<file path="config.mk">
export PLATFORM = sky130hd
export DESIGN_NAME = mem_initiator
export DESIGN_NICKNAME = d
export VERILOG_FILES = /design/src/rtl/mem_if_pkg.sv /design/src/rtl/mem_init_wdog.sv /design/src/rtl/mem_initiator.sv
export SDC_FILE = /design/constraint.sdc
export NUM_CORES = 1
export LEC_CHECK = 0
export BUFFER_PORTS_ARGS = -buffer_cell sky130_fd_sc_hd__buf_2
export CORE_MARGIN = 4
export CORE_UTILIZATION = 25
export CTS_BUF_LIST = sky130_fd_sc_hd__clkbuf_8
export CTS_CLUSTER_SIZE = 30
export DETAILED_ROUTE_END_ITERATION = 10
export GPL_TIMING_DRIVEN = 0
export PLACE_DENSITY = 0.48
export SLEW_MARGIN = 20
export SYNTH_ARGS = -nofsm -noshare
export SYNTH_HDL_FRONTEND = slang
export SYNTH_SLANG_ARGS = --single-unit
</file>
<file path="constraint.sdc">
create_clock -name CLK -period 3.85 [get_ports CLK]
set_input_delay 0.5775 -clock CLK [delete_from_list [all_inputs] [get_ports CLK]]
set_output_delay 0.5775 -clock CLK [all_outputs]
set_load 0.1 [all_outputs]
</file>
<file path="src/rtl/mem_if_pkg.sv">
// -----------------------------------------------------------------------------
// mem_if_pkg
// Shared definitions for the memory initiator and its responder bench:
// default address/data widths and the initiator state encoding.
// -----------------------------------------------------------------------------
package mem_if_pkg;

   localparam int MEM_AW = 16;
   localparam int MEM_DW = 16;

   typedef enum logic [1:0] {
      IDLE     = 2'd0,
      WAIT_ACK = 2'd1,
      WAIT_REL = 2'd2
   } mem_state_e;

endpackage

</file>
<file path="src/rtl/mem_init_wdog.sv">
// -----------------------------------------------------------------------------
// mem_init_wdog
// Watchdog counter for the memory initiator. Counts cycles while enabled and
// flags expiry on the LIMIT-th consecutive enabled cycle since the last clear.
//
// Ports:
//   CLK     - clock, rising edge
//   RST     - asynchronous active-high reset
//   clear   - restart the count (wins over enable)
//   enable  - count this cycle
//   expired - LIMIT enabled cycles have elapsed since clear
// -----------------------------------------------------------------------------
module mem_init_wdog #(
   parameter int LIMIT = 255
) (
   input  logic CLK,
   input  logic RST,
   input  logic clear,
   input  logic enable,
   output logic expired
);

   localparam int CW = $clog2(LIMIT + 1);

   logic [CW-1:0] r_cnt;

   // NOTE: sequential state uses non-blocking assignments so every register
   // samples the pre-edge value of its neighbours.
   always_ff @(posedge CLK or posedge RST) begin
      if (RST) begin
         r_cnt <= '0;
      end else if (clear) begin
         r_cnt <= '0;
      end else if (enable) begin
         r_cnt <= r_cnt + CW'(1);
      end
   end

   // Count value LIMIT-1 during an enabled cycle means this is cycle LIMIT.
   assign expired = enable && (r_cnt == CW'(LIMIT - 1));

endmodule

</file>
<file path="src/rtl/mem_initiator.sv">
// -----------------------------------------------------------------------------
// mem_initiator
// Accepts single read/write commands and runs them on a four-phase
// REQ/ACK responder interface, returning a one-cycle completion pulse.
//
// Ports:
//   CLK, RST                 - clock, asynchronous active-high reset
//   CMD_VALID/CMD_READY      - command handshake (ready only in IDLE)
//   CMD_WEN/ADDR/WDATA       - command contents (1 = write)
//   RSP_VALID/RDATA/ERR      - completion pulse, read data, timeout flag
//   M_REQ/M_WEN/ADDR/DOUT    - request side of the responder interface
//   M_DIN/M_ACK              - read data and acknowledge from responder
//
// Build option: define MEM_INIT_TIMEOUT_EN to abort a transaction that stays
// TIMEOUT_CYCLES cycles in WAIT_ACK or WAIT_REL (completes with RSP_ERR=1).
// Without it the initiator waits indefinitely and RSP_ERR is tied low.
// -----------------------------------------------------------------------------
module mem_initiator
   import mem_if_pkg::*;
#(
   parameter int AW             = MEM_AW,
   parameter int DW             = MEM_DW,
   parameter int TIMEOUT_CYCLES = 255
) (
   input  logic          CLK,
   input  logic          RST,
   input  logic          CMD_VALID,
   output logic          CMD_READY,
   input  logic          CMD_WEN,
   input  logic [AW-1:0] CMD_ADDR,
   input  logic [DW-1:0] CMD_WDATA,
   output logic          RSP_VALID,
   output logic [DW-1:0] RSP_RDATA,
   output logic          RSP_ERR,
   output logic          M_REQ,
   output logic          M_WEN,
   output logic [AW-1:0] M_ADDR,
   output logic [DW-1:0] M_DOUT,
   input  logic [DW-1:0] M_DIN,
   input  logic          M_ACK
);

   mem_state_e    r_state;
   mem_state_e    w_state_nxt;
   logic [AW-1:0] r_addr;
   logic [DW-1:0] r_dout;
   logic [DW-1:0] r_rdata;
   logic          r_wen;
   logic          r_req;
   logic          r_rsp_valid;
   logic          w_accept;
   logic          w_expired;

   // Ready is forced low while reset is held, not just after it.
   assign CMD_READY = (r_state == IDLE) && !RST;
   assign w_accept  = CMD_VALID && CMD_READY;

`ifdef MEM_INIT_TIMEOUT_EN
   logic w_wdog_clear;
   logic w_wdog_enable;
   logic r_rsp_err;

   assign w_wdog_enable = (r_state != IDLE);
   // Restart on every entry into a waiting state, including WAIT_ACK->WAIT_REL.
   assign w_wdog_clear  = (w_state_nxt != r_state) && (w_state_nxt != IDLE);

   mem_init_wdog #(
      .LIMIT (TIMEOUT_CYCLES)
   ) u_wdog (
      .CLK     (CLK),
      .RST     (RST),
      .clear   (w_wdog_clear),
      .enable  (w_wdog_enable),
      .expired (w_expired)
   );

   // Expiry always coincides with the transition that raises RSP_VALID.
   always_ff @(posedge CLK or posedge RST) begin
      if (RST) r_rsp_err <= 1'b0;
      else     r_rsp_err <= w_expired;
   end

   assign RSP_ERR = r_rsp_err;
`else
   assign w_expired = 1'b0;
   assign RSP_ERR   = 1'b0;
`endif

   always_ff @(posedge CLK or posedge RST) begin
      if (RST) r_state <= IDLE;
      else     r_state <= w_state_nxt;
   end

   // NOTE: next-state defaults to the current state before the case, so no
   // path leaves it unassigned and no latch is inferred.
   always_comb begin
      w_state_nxt = r_state;
      case (r_state)
         IDLE: begin
            if (w_accept) w_state_nxt = WAIT_ACK;
         end
         WAIT_ACK: begin
            // An ACK only counts once our own REQ is up (REQ may be held off).
            if (w_expired)           w_state_nxt = IDLE;
            else if (r_req && M_ACK) w_state_nxt = WAIT_REL;
         end
         WAIT_REL: begin
            if (w_expired || !M_ACK) w_state_nxt = IDLE;
         end
         default: w_state_nxt = IDLE;
      endcase
   end

   always_ff @(posedge CLK or posedge RST) begin
      if (RST) begin
         r_addr      <= '0;
         r_dout      <= '0;
         r_rdata     <= '0;
         r_wen       <= 1'b0;
         r_req       <= 1'b0;
         r_rsp_valid <= 1'b0;
      end else begin
         r_rsp_valid <= 1'b0;
         case (r_state)
            IDLE: begin
               if (w_accept) begin
                  r_addr <= CMD_ADDR;
                  r_dout <= CMD_WDATA;
                  r_wen  <= CMD_WEN;
                  // Never raise REQ into a still-high ACK from a prior cycle.
                  r_req  <= !M_ACK;
               end
            end
            WAIT_ACK: begin
               if (w_expired) begin
                  r_req       <= 1'b0;
                  r_rsp_valid <= 1'b1;
               end else if (!r_req) begin
                  r_req <= !M_ACK;
               end else if (M_ACK) begin
                  r_req <= 1'b0;
                  if (!r_wen) r_rdata <= M_DIN;
               end
            end
            WAIT_REL: begin
               if (w_expired || !M_ACK) r_rsp_valid <= 1'b1;
            end
            default: r_req <= 1'b0;
         endcase
      end
   end

   assign RSP_VALID = r_rsp_valid;
   assign RSP_RDATA = r_rdata;
   assign M_REQ     = r_req;
   assign M_WEN     = r_wen;
   assign M_ADDR    = r_addr;
   assign M_DOUT    = r_dout;

endmodule

</file>
Yosys cells after proc, flatten, opt, wreduce, memory -nomap -nowiden. Index checks and enable logic that the tools add are counted.

Input bits: 53. Word-level logic and storage cells: 33. Register bits after elaboration: 53. Output and inout bits: 53.

Reductions and logical operators: 10. Eq/ne operators: 5. Bitwise operators: 2. Muxes and demuxes: 9.

Operators by type and width (count): 2-bit two-way mux (3); 2-bit inequality test (second input constant) (3); 2-bit one-hot mux with 3 select lines (1); 1-bit two-way mux (4); 2-bit AND reduction (2); 4-bit AND reduction (1); 1-bit logical AND (3); 1-bit one-hot mux with 3 select lines (1); 3-bit AND reduction (1); 2-bit by 1-bit equality test with 1-bit output (second input constant) (1); 2-bit equality test (second input constant) (1); 1-bit logical NOT (2); 2-bit logical NOT (1); 1-bit NOT (2).

Longest topological paths before layout. Gate-level depths: netlist of the first run.

Depth in word-level cells: 5. Mapped depth: 4. Mapped depth without buffers: 3.

Least setup slack after synthesis of the first run. OpenSTA, ideal clock, no wires.

Path kind: input to output. Start: in RST. End: out CMD_READY. Slack: 0.668 ns. Arrival time: 2.605 ns. Buffers on the path: 0. Data required time: 3.273 ns. Stages on the path: 1. Path through: nor3_1.

Cells in the longest elaborated chain, start to end: 2.

RTL lines: start: declaration (line mem_initiator.sv:26) `input logic RST,`; 1-bit logical NOT (no source line); 1-bit logical AND (line mem_initiator.sv:55) `assign CMD_READY = (r_state == IDLE) && !RST;`; end: declaration (line mem_initiator.sv:28) `output logic CMD_READY,`.

No other way between the ends.

Worst setup path in the final report of the first run.
Start: reg r_state[1]. End: out CMD_READY.

Cells in the longest elaborated chain, start to end: 2.

RTL lines: start: declaration (line mem_initiator.sv:43) `mem_state_e r_state;`; start signal: assignment (line mem_initiator.sv:91) `else r_state <= w_state_nxt;`; 2-bit logical NOT (line mem_initiator.sv:55); 1-bit logical AND (line mem_initiator.sv:55).

No other way between the ends.

==> impl_metrics.env, run 1 <==
export IMPL_stdcell_area_mm2=0.002783
export IMPL_fillers=802
export IMPL_skew_ps=12.40
export IMPL_start_kind="flop"
export IMPL_seqCellArea_mm2=0.001326
export IMPL_drt_iter0_drc=18
export IMPL_crit_path_end_kind="output port"
export IMPL_nets=288
export IMPL_hold_class="in -> async"
export IMPL_crit_path_start="r_state[1]$_DFFE_PP0P_"
export IMPL_yosys_area_top_type="dfrtp_1"
export IMPL_cts_buffer_depth=2
export IMPL_worstPathRequired_ps=3270
export IMPL_max_freq_ghz=0.5034
export IMPL_rrSetupSlack_ps=2070
export IMPL_rsz0062_at_grt="false"
export IMPL_core_mm2=0.007848
export IMPL_clk_pin_slew_ps=100
export IMPL_final_common_cell="buf_2"
export IMPL_syn_inst=124
export IMPL_cts_root_buf="clkbuf_8"
export IMPL_initial_core_util_pct=26.07
export IMPL_slowest_delay_ps=470
export IMPL_via_per_inst=4.119
export IMPL_setup_viol=0
export IMPL_max_slew_margin_pct=55.80
export IMPL_antenna_found_initial=0
export IMPL_place_area_mm2=0.002696
export IMPL_antenna_left=0
export IMPL_finalWirelength_um=4329
export IMPL_area_growth_pct=36.02
export IMPL_port_buffers=104
export IMPL_drt_pass1_iterations=3
export IMPL_synth_top_area_share_pct=64.83
export IMPL_first_global_vias=1552
export IMPL_wire_per_inst_um=12.85
export IMPL_grt_ovfl_total=0
export IMPL_avgSynthCellArea_um2=16.50
export IMPL_route_detailed_drc=0
export IMPL_drive_above_1_share_pct=71.91
export IMPL_synth_warnings=0
export IMPL_tns_ps=0
export IMPL_status="finished, final reports clean"
export IMPL_dieArea_mm2=0.009694
export IMPL_cp_max_fo=7
export IMPL_synthesis_area_mm2=0.002046
export IMPL_chipHeight_um=98.46
export IMPL_cts_buffers=5
export IMPL_holdBufCountCts=0
export IMPL_vias=1388
export IMPL_critical_path_cell_chain="nor3_1, buf_2"
export IMPL_cts_resized=0
export IMPL_final_cell_mix="buf_2 (104), dfrtp_1 (53), mux2_2 (49), clkbuf_8 (6), buf_4 (4)"
export IMPL_r2r_cells=3
export IMPL_cts_setup_buffers=0
export IMPL_grt_total_usage_pct=9.176
export IMPL_cts_sinks=53
export IMPL_die_w_um=98.46
export IMPL_worstReg2RegStart="r_state[1]$_DFFE_PP0P_"
export IMPL_row_count=32
export IMPL_slowest_stage="dfrtp_1"
export IMPL_multi_input_area_um2=670.6
export IMPL_synth_seq_cells=53
export IMPL_gp_congestion=0.6880
export IMPL_min_period_over_period_pct=51.60
export IMPL_insertion_delay_ps=300
export IMPL_dp_hpwl_um=3327
export IMPL_worst_slew_pin_slew_ps=663.0
export IMPL_period_minus_slack_ps=1986
export IMPL_cts_tree="yes"
export IMPL_grt_pass1_wl_um=7300
export IMPL_synth_distinct_cells=19
export IMPL_worstSetupPathType="reg -> out"
export IMPL_yosys_top_cells_area="dfrtp_1 (65%), mux2_2 (27%), buf_4 (1.5%)"
export IMPL_maxCapViolations=0
export IMPL_worstPathArrival_ps=1410
export IMPL_finalHoldViolations=0
export IMPL_grt_max_degree=55
export IMPL_n_antenna_cell=0
export IMPL_r2r_end="M_DOUT[11]$_DFFE_PP0P_"
export IMPL_synth_seq_area_share_pct=64.83
export IMPL_slew_viol_final=0
export IMPL_ios=106
export IMPL_synth_nets=177
export IMPL_cts_htree_levels=2
## area by class of cell
class / count / area share, %
Multi-Input combinational cell: 64 / 24.10
Sequential cell: 53 / 47.66
Inverter: 2 / 0.3597
Tap cell: 102 / 4.586
Clock buffer: 6 / 2.968
Buffer: 5 / 1.484
Clock inverter: 1 / 0.1349
Timing Repair Buffer: 104 / 18.71
## metrics by stage
stage,setup WS (ps),hold WS (ps),util [%],std cells
3_3_place_gp,989.2,485.5,34.33,330
5_1_grt,1768,439.3,35.46,337
3_5_place_dp,1673,489.7,34.36,330
2_1_floorplan,667.7,548.0,-,124
6_report,1864,366.6,35.46,337
4_1_cts,1836,410.3,35.46,337
## critical path, delay by kind of cell (launching register included)
family / cells / cell delay (ps)
and+or+nand+nor: 1 / 190
DFF: 1 / 470
buffers and inverters: 1 / 450
## worst max path at each step
| stage | end | slack (ps) |
|---|---|---|
| global route | CMD_READY | 1770 |
| finish | CMD_READY | 1860 |
| CTS | CMD_READY | 1840 |
| detailed placement | M_DOUT[11]$_DFFE_PP0P_ | 1670 |
| floorplan | CMD_READY | 670 |
| global placement | M_REQ$_DFFE_PP0P_ | 990 |
## cell families (layout without fill, tap and decap cells)
family / after synthesis / after routing / share of synthesized area (%)
other: 1 / 1 / 0.1833
buffers and inverters: 7 / 118 / 2.385
DFF: 53 / 53 / 64.83
AOI/OAI and AO/OA: 5 / 5 / 1.651
muxes: 49 / 49 / 26.97
and+or+nand+nor: 9 / 9 / 3.975
## metal layers
layer | vias to the layer above | track usage (%) | part of all wire [%]
met5 | - | 0 | 0
met4 | 0 | 2.521 | 1.1
met3 | 5 | 5.237 | 15
met2 | 81 | 13.62 | 42
met1 | 645 | 11.47 | 42
li1 | 657 | - | -
## sequential cells by signal, summed over array words and instances (netlist names)
register and flops:
r_state 2, M_WEN 1, RSP_VALID 1, M_REQ 1, M_ADDR 16, M_DOUT 16, RSP_RDATA 16
## cell usage after synthesis
library cell  instances
a21boi_0              1
a21oi_1               1
a31o_2                1
and2b_1               1
buf_4                 4
buf_6                 1
conb_1                1
dfrtp_1              53
inv_1                 2
mux2_2               49
nand2_1               1
nand2b_1              2
nand3b_4              1
nor2_1                1
nor3_1                1
nor3_2                1
nor3b_4               1
o21ai_0               1
o31ai_1               1
Power of run 1 is left out: the tool's default activity adds up to more than one toggle a clock period on the data nets, which glitch-free logic cannot reach.
==> inputs of run 2 (changes only) <==
--- a/config.mk
+++ b/config.mk
@@ -5,6 +5,7 @@
 export SDC_FILE = /design/constraint.sdc
 export NUM_CORES = 1
 export LEC_CHECK = 0
+export ABC_AREA = 1
 export BUFFER_PORTS_ARGS = -buffer_cell sky130_fd_sc_hd__buf_2
 export CORE_MARGIN = 4
 export CORE_UTILIZATION = 25
@@ -12,7 +13,7 @@
 export CTS_CLUSTER_SIZE = 30
 export DETAILED_ROUTE_END_ITERATION = 10
 export GPL_TIMING_DRIVEN = 0
-export PLACE_DENSITY = 0.48
+export PLACE_DENSITY = 0.49
 export SLEW_MARGIN = 20
 export SYNTH_ARGS = -nofsm -noshare
 export SYNTH_HDL_FRONTEND = slang
==> constraint.sdc (replaced) <==
create_clock -name CLK -period 1.75 [get_ports CLK]
set_input_delay 0.2625 -clock CLK [delete_from_list [all_inputs] [get_ports CLK]]
set_output_delay 0.2625 -clock CLK [all_outputs]
set_load 0.1 [all_outputs]
==> impl_metrics.env, run 2 <==
export IMPL_insertion_delay_ps=300
export IMPL_final_common_cell="buf_2"
export IMPL_synth_enable_flop_cells=0
export IMPL_route_detailed_drc=0
export IMPL_dieArea_mm2=0.01021
export IMPL_grt_max_degree=29
export IMPL_tns_ps=0
export IMPL_min_period_over_period_pct=90.88
export IMPL_area_growth_pct=38.03
export IMPL_crit_path_end_kind="output port"
export IMPL_cp_max_fo=6
export IMPL_grt_total_usage_pct=11.15
export IMPL_worstPathRequired_ps=1490
export IMPL_yosysMostFrequentCell="nand2_1"
export IMPL_cts_tree="yes"
export IMPL_ios=106
export IMPL_first_global_vias=1878
export IMPL_fin_hold_ws_ps=53.54
export IMPL_synth_top_area_share_pct=61.27
export IMPL_rsz0062_at_grt="false"
export IMPL_cts_htree_levels=2
export IMPL_core_mm2=0.008299
export IMPL_slew_viol_final=0
export IMPL_synth_distinct_cells=18
export IMPL_row_count=33
export IMPL_cts_sinks=53
export IMPL_gp_congestion=0.7157
export IMPL_max_slew_margin_pct=59.27
export IMPL_via_per_inst=3.982
export IMPL_cts_setup_buffers=0
export IMPL_avgSynthCellArea_um2=9.211
export IMPL_worst_slew_pin_slew_ps=607.6
export IMPL_nets=403
export IMPL_status="finished, final reports clean"
export IMPL_cts_root_buf="clkbuf_8"
export IMPL_clk_pin_slew_ps=100
export IMPL_max_freq_ghz=0.6288
export IMPL_vias=1816
export IMPL_antenna_found_initial=0
export IMPL_postSynth_asyncResetShare_pct=100.0
export IMPL_synth_commonest_cells="nand2_1 (88), dfrtp_1 (53), inv_1 (38)"
export IMPL_drt_iter0_drc=21
export IMPL_die_w_um=101.1
export IMPL_period_minus_slack_ps=1590
export IMPL_wire_per_inst_um=12.10
export IMPL_start_kind="flop"
export IMPL_synth_seq_area_share_pct=61.27
export IMPL_worstPathArrival_ps=1330
export IMPL_drive_above_1_share_pct=40.17
export IMPL_dp_hpwl_um=4078
export IMPL_antenna_left=0
export IMPL_synthesis_area_mm2=0.002165
export IMPL_initial_core_util_pct=26.08
export IMPL_ys_flop_type="dfrtp_1"
export IMPL_grt_pass1_wl_um=9032
export IMPL_maxCapViolations=0
export IMPL_synth_nets=288
export IMPL_drt_pass1_iterations=4
export IMPL_final_cell_mix="buf_2 (105), nand2_1 (88), dfrtp_1 (53), inv_1 (37), o21ai_0 (23)"
export IMPL_n_antenna_cell=0
export IMPL_hold_class="in -> async"
export IMPL_yosys_area_top_type="dfrtp_1"
export IMPL_syn_inst=235
export IMPL_finalWirelength_um=5517
export IMPL_yosys_top_cells_area="dfrtp_1 (61%), nand2_1 (15%), inv_1 (6.6%)"
export IMPL_worstSetupPathType="reg -> out"
export IMPL_cts_buffers=5
export IMPL_finalHoldViolations=0
export IMPL_grt_ovfl_total=0
export IMPL_setup_viol=0
export IMPL_chipHeight_um=101.1
export IMPL_cts_buffer_depth=2
export IMPL_synth_seq_cells=53
export IMPL_synth_warnings=0
export IMPL_port_buffers=104
export IMPL_fillers=881
export IMPL_skew_ps=6.035
-- run 2: cell count changes after synthesis, moves of 3 or more --
cell / delta
nand2_1: +87
mux2_2: -49
buf_6: +3
o21ai_0: +22
o21ai_2: +10
inv_1: +36
-- run 2: path summary, 6_finish.rpt --
check,startpoint,endpoint,slack (ps),depth (start not counted)
worst max-delay path,r_state[0]$_DFFE_PP0P_,CMD_READY,160,2
worst min-delay path,RST,M_ADDR[8]$_DFFE_PP0P_,50,3
worst max register to register,r_state[0]$_DFFE_PP0P_,M_ADDR[15]$_DFFE_PP0P_,420,6
worst min register to register,RSP_RDATA[8]$_DFFE_PP0P_,RSP_RDATA[8]$_DFFE_PP0P_,480,2
max in group asynchronous,RST,RSP_RDATA[3]$_DFFE_PP0P_,860,3
min in group CLK,M_DIN[10],RSP_RDATA[10]$_DFFE_PP0P_,160,3
-- run 2: cell type report --
type	instances	area, um2	area share (%)
Sequential cell	53	1326	44.39
Multi-Input combinational cell	134	636.9	21.31
Timing Repair Buffer	107	563.0	18.84
Inverter	38	146.4	4.899
Tap cell	105	131.4	4.397
Clock buffer	7	96.34	3.224
Buffer	10	77.57	2.596
Clock inverter	1	5.005	0.1675
Timing Repair inverter	1	5.005	0.1675
-- run 2: critical path, cell delays in order, from the launching register on --
cell and delay [ps]:
dfrtp_1 500, nor3_4 180, clkbuf_4 340
-- run 2: cells by family after synthesis --
group / after synthesis / share of synthesized area, %
other cells: 1 / 0.1732
flops: 53 / 61.27
compound gates: 34 / 9.653
buf+inv: 48 / 10.17
simple gates: 99 / 18.73
-- run 2: per-layer routing --
metal	global-route usage (%)	part of all wire (%)	routed length (um)
met1	14.78	46	2557
met2	16.70	42	2291
met3	4.844	11	626
met4	2.761	0.76	42
met5	0	0	0
-- run 2: metrics by stage --
stage | instance area, um2 | std cells | util [%] | setup WS, ps
floorplan | 2187 | 235 | - | -82.15
global placement | 2839 | 444 | 34.21 | -842.8
detailed placement | 2859 | 445 | 34.45 | -431.0
CTS | 2985 | 456 | 35.97 | 38.65
global route | 2988 | 456 | 36.00 | 91.94
finish | 2988 | 456 | 36.00 | 159.6
-- run 2: what timing repair did --
item	CTS	global route
resized for setup	0	1
setup endpoints to repair	25	1
endpoints found under the hold margin	6	0
hold buffers	2	0
gates cloned	1	0
Power of run 2 is left out for the same reason.
